[config.mk]
export PLATFORM = sky130hd
export DESIGN_NAME = i2s_frame_sequencer
export DESIGN_NICKNAME = d
export VERILOG_FILES = /design/src/rtl/i2s_frame_sequencer.sv
export SDC_FILE = /design/constraint.sdc
export NUM_CORES = 1
export LEC_CHECK = 0
export CAP_MARGIN = 0
export CORE_MARGIN = 2
export CORE_UTILIZATION = 50
export DETAILED_ROUTE_END_ITERATION = 12
export GPL_ROUTABILITY_DRIVEN = 1
export PLACE_DENSITY = 0.75
export SLEW_MARGIN = 20
export SYNTH_ARGS = -nofsm -noshare
export SYNTH_HDL_FRONTEND = slang
export SYNTH_SLANG_ARGS = --single-unit
[constraint.sdc]
create_clock -name i_i2s_mclk -period 4.5 [get_ports i_i2s_mclk]
set_input_delay 0.9 -clock i_i2s_mclk [delete_from_list [all_inputs] [get_ports i_i2s_mclk]]
set_output_delay 0.9 -clock i_i2s_mclk [all_outputs]
set_load 0.005 [all_outputs]
[src/rtl/i2s_frame_sequencer.sv]
// i2s_frame_sequencer: master I2S frame generator for the AD1868 bridge.
// Runs in the I2S master-clock domain only. It derives BCLK/LRCK from a
// divider and a bit counter, requests new samples through a latch window,
// shifts 18-bit samples out MSB-first with the one-BCLK I2S delay, and
// auto-mutes whenever the AD-side latch pulse is not seen every frame.
//
// Every registered output is computed from the next-state counter values,
// so in any cycle the outputs correspond to the counter values held in that
// same cycle (no extra pipeline offset between counters and pins).
module i2s_frame_sequencer #(
  parameter int BCLK_DIV    = 4,
  parameter int SLOT_BITS   = 64,
  parameter int DATA_BITS   = 18,
  parameter int LATCH_BITS  = 16,
  parameter int LOCK_FRAMES = 4
) (
  input  logic                 i_i2s_mclk,
  input  logic                 i_rst_n,
  input  logic [DATA_BITS-1:0] i_data_l,
  input  logic [DATA_BITS-1:0] i_data_r,
  input  logic                 i_ad_latch_pulse,
  input  logic                 i_mute,
  output logic                 o_i2s_bclk,
  output logic                 o_i2s_lrck,
  output logic                 o_i2s_sdata,
  output logic                 o_i2s_latch,
  output logic                 o_frame_start,
  output logic                 o_locked
);

  localparam int FRAME_BITS = 2 * SLOT_BITS;
  localparam int DIV_W      = (BCLK_DIV > 2) ? $clog2(BCLK_DIV) : 1;
  localparam int BIT_W      = $clog2(FRAME_BITS);
  localparam int IDX_W      = (DATA_BITS > 2) ? $clog2(DATA_BITS) : 1;
  localparam int CNT_W      = $clog2(LOCK_FRAMES + 1);

  localparam logic [DIV_W-1:0] DIV_LAST  = DIV_W'(BCLK_DIV - 1);
  localparam logic [DIV_W-1:0] DIV_HALF  = DIV_W'(BCLK_DIV / 2);
  localparam logic [BIT_W-1:0] BIT_LAST  = BIT_W'(FRAME_BITS - 1);
  localparam logic [BIT_W-1:0] SLOT      = BIT_W'(SLOT_BITS);
  localparam logic [BIT_W-1:0] DATA_LAST = BIT_W'(DATA_BITS);
  localparam logic [CNT_W-1:0] GOOD_MAX  = CNT_W'(LOCK_FRAMES);

  // ---------------------------------------------------------------------
  // Frame counters. running_q is low only in the cycles spent in reset;
  // it forces the first cycle after release to be a frame start instead of
  // div=1.
  // ---------------------------------------------------------------------
  logic             running_q;
  logic [DIV_W-1:0] div_q, div_d;
  logic [BIT_W-1:0] bit_q, bit_d;
  logic             frame_start_d;

  // Lock monitor state.
  logic             sync1_q, sync2_q, ad_prev_q;
  logic             ad_edge;
  logic             seen_q, seen_d;
  logic [CNT_W-1:0] good_q, good_d;
  logic             locked_q, locked_d;

  // Per-frame captured data and mute decision.
  logic                 mute_q, mute_d;
  logic [DATA_BITS-1:0] shadow_l_q, shadow_l_d;
  logic [DATA_BITS-1:0] shadow_r_q, shadow_r_d;

  // Next-state output values.
  logic                 bclk_d, lrck_d, latch_d, sdata_d;
  logic [BIT_W-1:0]     pos_d;
  logic                 data_on;
  logic [IDX_W-1:0]     idx_d;
  logic [DATA_BITS-1:0] sample_d;

  // Rising edge of the synchronised AD latch pulse.
  assign ad_edge  = sync2_q & ~ad_prev_q;
  assign o_locked = locked_q;

  // Next-state divider and bit counter; the bit counter advances on divider wrap.
  always_comb begin
    // NOTE: every variable gets a default first, so no path leaves a value
    // unassigned and no latch is inferred.
    div_d = div_q;
    bit_d = bit_q;
    if (!running_q) begin
      div_d = '0;
      bit_d = '0;
    end else if (div_q == DIV_LAST) begin
      div_d = '0;
      bit_d = (bit_q == BIT_LAST) ? '0 : bit_q + 1'b1;
    end else begin
      div_d = div_q + 1'b1;
    end
  end

  assign frame_start_d = (div_d == '0) && (bit_d == '0);

  // Next-state clocks, latch window and serial data bit from the next counters.
  always_comb begin
    bclk_d   = (div_d >= DIV_HALF);
    lrck_d   = (int'(bit_d) >= SLOT_BITS);
    latch_d  = (int'(bit_d) >= SLOT_BITS) && (int'(bit_d) < SLOT_BITS + LATCH_BITS);
    pos_d    = lrck_d ? (bit_d - SLOT) : bit_d;
    data_on  = (pos_d != '0) && (int'(pos_d) <= DATA_BITS);
    idx_d    = IDX_W'(DATA_LAST - pos_d);
    sample_d = lrck_d ? shadow_r_q : shadow_l_q;
    sdata_d  = 1'b0;
    // Slot position 0 is the I2S delay bit; the frame-start cycle always
    // lands there, so the mute flag held from the previous frame is never
    // used for a data bit of the new frame.
    if (data_on && !mute_q) begin
      sdata_d = sample_d[idx_d];
    end
  end

  // Frame-start bookkeeping: evaluate lock, decide mute, capture samples.
  always_comb begin
    good_d     = good_q;
    locked_d   = locked_q;
    seen_d     = seen_q | ad_edge;
    mute_d     = mute_q;
    shadow_l_d = shadow_l_q;
    shadow_r_d = shadow_r_q;
    if (frame_start_d) begin
      if (seen_q) begin
        good_d   = (good_q == GOOD_MAX) ? good_q : good_q + 1'b1;
        locked_d = (good_d == GOOD_MAX);
      end else begin
        good_d   = '0;
        locked_d = 1'b0;
      end
      // A frame plays only if lock held going in and survives this
      // evaluation: rising lock waits one frame, losing lock mutes at once.
      mute_d     = i_mute | ~locked_q | ~locked_d;
      shadow_l_d = i_data_l;
      shadow_r_d = i_data_r;
      // An edge arriving on the frame-start cycle belongs to the new frame.
      seen_d     = ad_edge;
    end
  end

  // State and registered outputs, with synchronous active-low reset.
  always_ff @(posedge i_i2s_mclk) begin
    // NOTE: reset is sampled on the clock edge only; i_rst_n is not in the
    // sensitivity list, so a reset pulse must span a rising edge.
    if (!i_rst_n) begin
      running_q     <= 1'b0;
      div_q         <= '0;
      bit_q         <= '0;
      sync1_q       <= 1'b0;
      sync2_q       <= 1'b0;
      ad_prev_q     <= 1'b0;
      seen_q        <= 1'b0;
      good_q        <= '0;
      locked_q      <= 1'b0;
      mute_q        <= 1'b0;
      shadow_l_q    <= '0;
      shadow_r_q    <= '0;
      o_i2s_bclk    <= 1'b0;
      o_i2s_lrck    <= 1'b0;
      o_i2s_sdata   <= 1'b0;
      o_i2s_latch   <= 1'b0;
      o_frame_start <= 1'b0;
    end else begin
      // NOTE: non-blocking assignments so every register samples the values
      // from before this edge, independent of statement order.
      running_q     <= 1'b1;
      div_q         <= div_d;
      bit_q         <= bit_d;
      sync1_q       <= i_ad_latch_pulse;
      sync2_q       <= sync1_q;
      ad_prev_q     <= sync2_q;
      seen_q        <= seen_d;
      good_q        <= good_d;
      locked_q      <= locked_d;
      mute_q        <= mute_d;
      shadow_l_q    <= shadow_l_d;
      shadow_r_q    <= shadow_r_d;
      o_i2s_bclk    <= bclk_d;
      o_i2s_lrck    <= lrck_d;
      o_i2s_sdata   <= sdata_d;
      o_i2s_latch   <= latch_d;
      o_frame_start <= frame_start_d;
    end
  end

endmodule

==> impl_metrics.ini <==
[placement]
place_congestion = 1.001
placement.cell_area_um2 = 3408
dp_hpwl_um = 4677
pre_cts_ws_ns = 1.420
port_buffers = 45

[die]
floorplan.die_area_um2 = 6539
initial_core_util = 0.5268
rows = 27
core_area_um2 = 5608
top_level_ports = 46
chipWidth_um = 80.87
die_h_um = 80.87

[layout]
antenna-diode-count = 0
final_cell_mix = sky130_fd_sc_hd__dfxtp_1 (60), sky130_fd_sc_hd__nor2_1 (52), sky130_fd_sc_hd__clkdlybuf4s50_1 (45)
finalCoreUtilization = 0.6368
total_area_of_multi_input_combinational_cells_um2 = 1592
fillerInstances = 514
number_of_nets_at_the_end_of_the_flow = 405
layout-drive-gt1-share = 0.07418
layout_commonest_cell = sky130_fd_sc_hd__dfxtp_1
seq_area_um2 = 1201
layout-area-overhead-vs-synth_pct = 20.88
final_area_um2 = 3571

[setup_path]
cp.buffers_inverters = 2
critPathMaxStageDelay_ns = 0.47
critPathKind = register to register
worst-r2r-cell-count = 11
crit_path_start_kind = register
cp_common_cell = sky130_fd_sc_hd__ha_1
required_ns = 4.71
critical-path-top-delay-family = compound AO/OA/AOI/OAI gates
critical_path_depth = 11
path_cells = ha_1 -> nand4_4 -> o211a_1 -> inv_2 -> ha_1 -> inv_1 -> nand2_1 -> a2111oi_0 -> nor4_1 -> nand4b_1 -> a211oi_2
worst_setup_path_end_kind = register
critical_path_top_delay_cell = sky130_fd_sc_hd__o211a_1
critical_path_arrival_ns = 3.34
critPathMaxFanout = 15

[detailed_routing]
final_antenna_net_count = 0
viasPerCell = 5.546
via_count = 2418
detailedRoute.firstPassIterationCount = 4
wl_per_cell_um = 14.77
drcViolationCount = 0
detailedRoute.firstIterationViolations = 124
routed_wirelength_um = 6441

[flow_run]
cap_viol_max_count = 0

[cts]
cts-root-buf = sky130_fd_sc_hd__clkbuf_8
cts_tree = done
worst_skew_pair.late_latency_ns = 0.35
ctsResizeCount = 0
cts_buffers = 9
cts_max_path_buffers = 2
cts.reportedPaths.clkPinSlew_ns = 0.06
post-cts-setup-buffers = 0
cts.sink_count = 60
htree_num_levels = 3
cts_hold_buf = 0

[grt]
antenna_found_initial = 0
grt_overflow_total = 0
gr-usage-all-layers = 0.2151
grt_pass1_wl_um = 10660
via_count_of_the_first_global_routing_pass = 2312
grt_start_max_net_pins = 36

[logic_synthesis]
netlist-cell-type-count = 56
mappedNetlistNets = 366
postSynth.asyncResetShare = 0
synth_top_cell_by_area = sky130_fd_sc_hd__dfxtp_1
cell_count_after_synthesis = 320
synth.yosys.seq_area_share = 0.4066
dominantRegCellSynth = sky130_fd_sc_hd__dfxtp_1
synth_edf_count = 0
post_synth.cell_area_avg_um2 = 9.232
ys_ff_latch = 60
synth-warning-count = 0
top_cells_by_area_synth = sky130_fd_sc_hd__dfxtp_1 (41%), sky130_fd_sc_hd__mux2i_1 (14%), sky130_fd_sc_hd__nor2_1 (6.6%)
post_synth_instance_area_um2 = 2954
synthDominantCellAreaShare = 0.4066

[sta]
rsz0062_at_grt = false
totalNegativeSetupSlack_ns = 0
finalMaxSlewViolations = 0
setup_violations = 0
layout_worst_path_cycle_share = 0.6945
final_critical_path_setup_slack_ns = 1.375
timing.slew.headroom = 0.4873
hold-worst-slack_ns = 0.4490
number_of_endpoints_with_negative_hold_slack_in_the_final_report = 0
final_period_minus_worst_setup_slack_ns = 3.125
max_slew.worst_pin.slew_ns = 0.7682
final.setup_skew_ns = 0.008784
clock.fmax_ghz = 0.3200

[outcome]
run_status = complete, no violations

[pwr]
vdd_drop_max_mv = 0.1874
leakagePower_uw = 0.001507
p_per_area_nw_per_um2 = 310.2

[hold_path]
hold_class = register to register
min_path_cells = 1
==> metrics by stage <==
step                instances  total power, uW
floorplan                 320            657.6
global placement          420            707.7
detailed placement        420            710.6
CTS                       436             1119
global route              436             1155
finish                    436             1108
==> cells by family after synthesis <==
family	share of synthesized area
and+or+nand+nor	0.2228
buffers and inverters	0.05675
AOI/OAI and AO/OA	0.1237
xor gates and xnor gates	0.01482
adders and majority gates	0.02541
DFF	0.4066
muxes	0.1499
==> cell type report <==
class / count / area share
multi-input cells: 226 / 0.4457
flip-flops and latches: 60 / 0.3364
repair buffers: 48 / 0.1324
clock buffers: 14 / 0.04275
well taps: 72 / 0.02523
inverters: 14 / 0.01472
clock inverters: 2 / 0.002803
==> flip-flops by register name, summed over array words and instances (netlist names) <==
register	cells
sync2_q	1
sync1_q	1
div_q	2
seen_q	1
shadow_r_q	18
shadow_l_q	18
o_i2s_lrck	1
o_i2s_bclk	1
o_locked	1
mute_q	1
running_q	1
good_q	3
bit_q	7
o_i2s_latch	1
ad_prev_q	1
o_frame_start	1
o_i2s_sdata	1
==> final timing paths <==
check                     end  slack [ns]      from
setup / recovery  o_i2s_sdata        1.37  div_q[0]
hold / removal        sync2_q        0.45   sync1_q
setup reg to reg  o_i2s_sdata        1.37  div_q[0]
hold reg to reg       sync2_q        0.45   sync1_q
==> where the power goes <==
group	total, uW	internal [uW]	leakage, uW	switching [uW]
Clock	409	214	0.0000844	195
Combinational	121	69.5	0.000929	51.9
Sequential	577	560	0.000493	17.9
==> worst register-to-register path: stages (launching register included) <==
cell                        delay [ns]
sky130_fd_sc_hd__dfxtp_1          0.33
sky130_fd_sc_hd__ha_1             0.38
sky130_fd_sc_hd__nand4_4          0.23
sky130_fd_sc_hd__o211a_1          0.47
sky130_fd_sc_hd__inv_2            0.24
sky130_fd_sc_hd__ha_1             0.35
sky130_fd_sc_hd__inv_1            0.21
sky130_fd_sc_hd__nand2_1          0.11
sky130_fd_sc_hd__a2111oi_0        0.40
sky130_fd_sc_hd__nor4_1           0.09
sky130_fd_sc_hd__nand4b_1         0.13
sky130_fd_sc_hd__a211oi_2         0.07
==> synth_stat cells, drive strengths merged, types with 2 or more instances <==
library cell,count
a2111oi,3
a211oi,6
a21boi,3
a21o,3
a21oi,6
a31oi,2
and2,8
and3,5
and4,2
and4b,2
buf,12
clkbuf,8
dfxtp,60
ha,6
inv,14
mux2,2
mux2i,42
nand2,16
nand3,7
nand3b,3
nand4,2
nand4b,3
nor2,53
nor3,9
nor3b,3
nor4,8
o2111ai,2
o211a,3
o21a,4
o21ai,4
o311ai,3
xnor2,4
==> routing by layer <==
metal  up-vias  global-route usage  share of wire
met1      1123              0.2555           0.44
met4         0             0.08814          0.017
met3        14             0.05889          0.047
met5         -                   0              0
li1       1216                   -              -
met2        65              0.3661           0.49
Power figures use the tool's default switching activity.
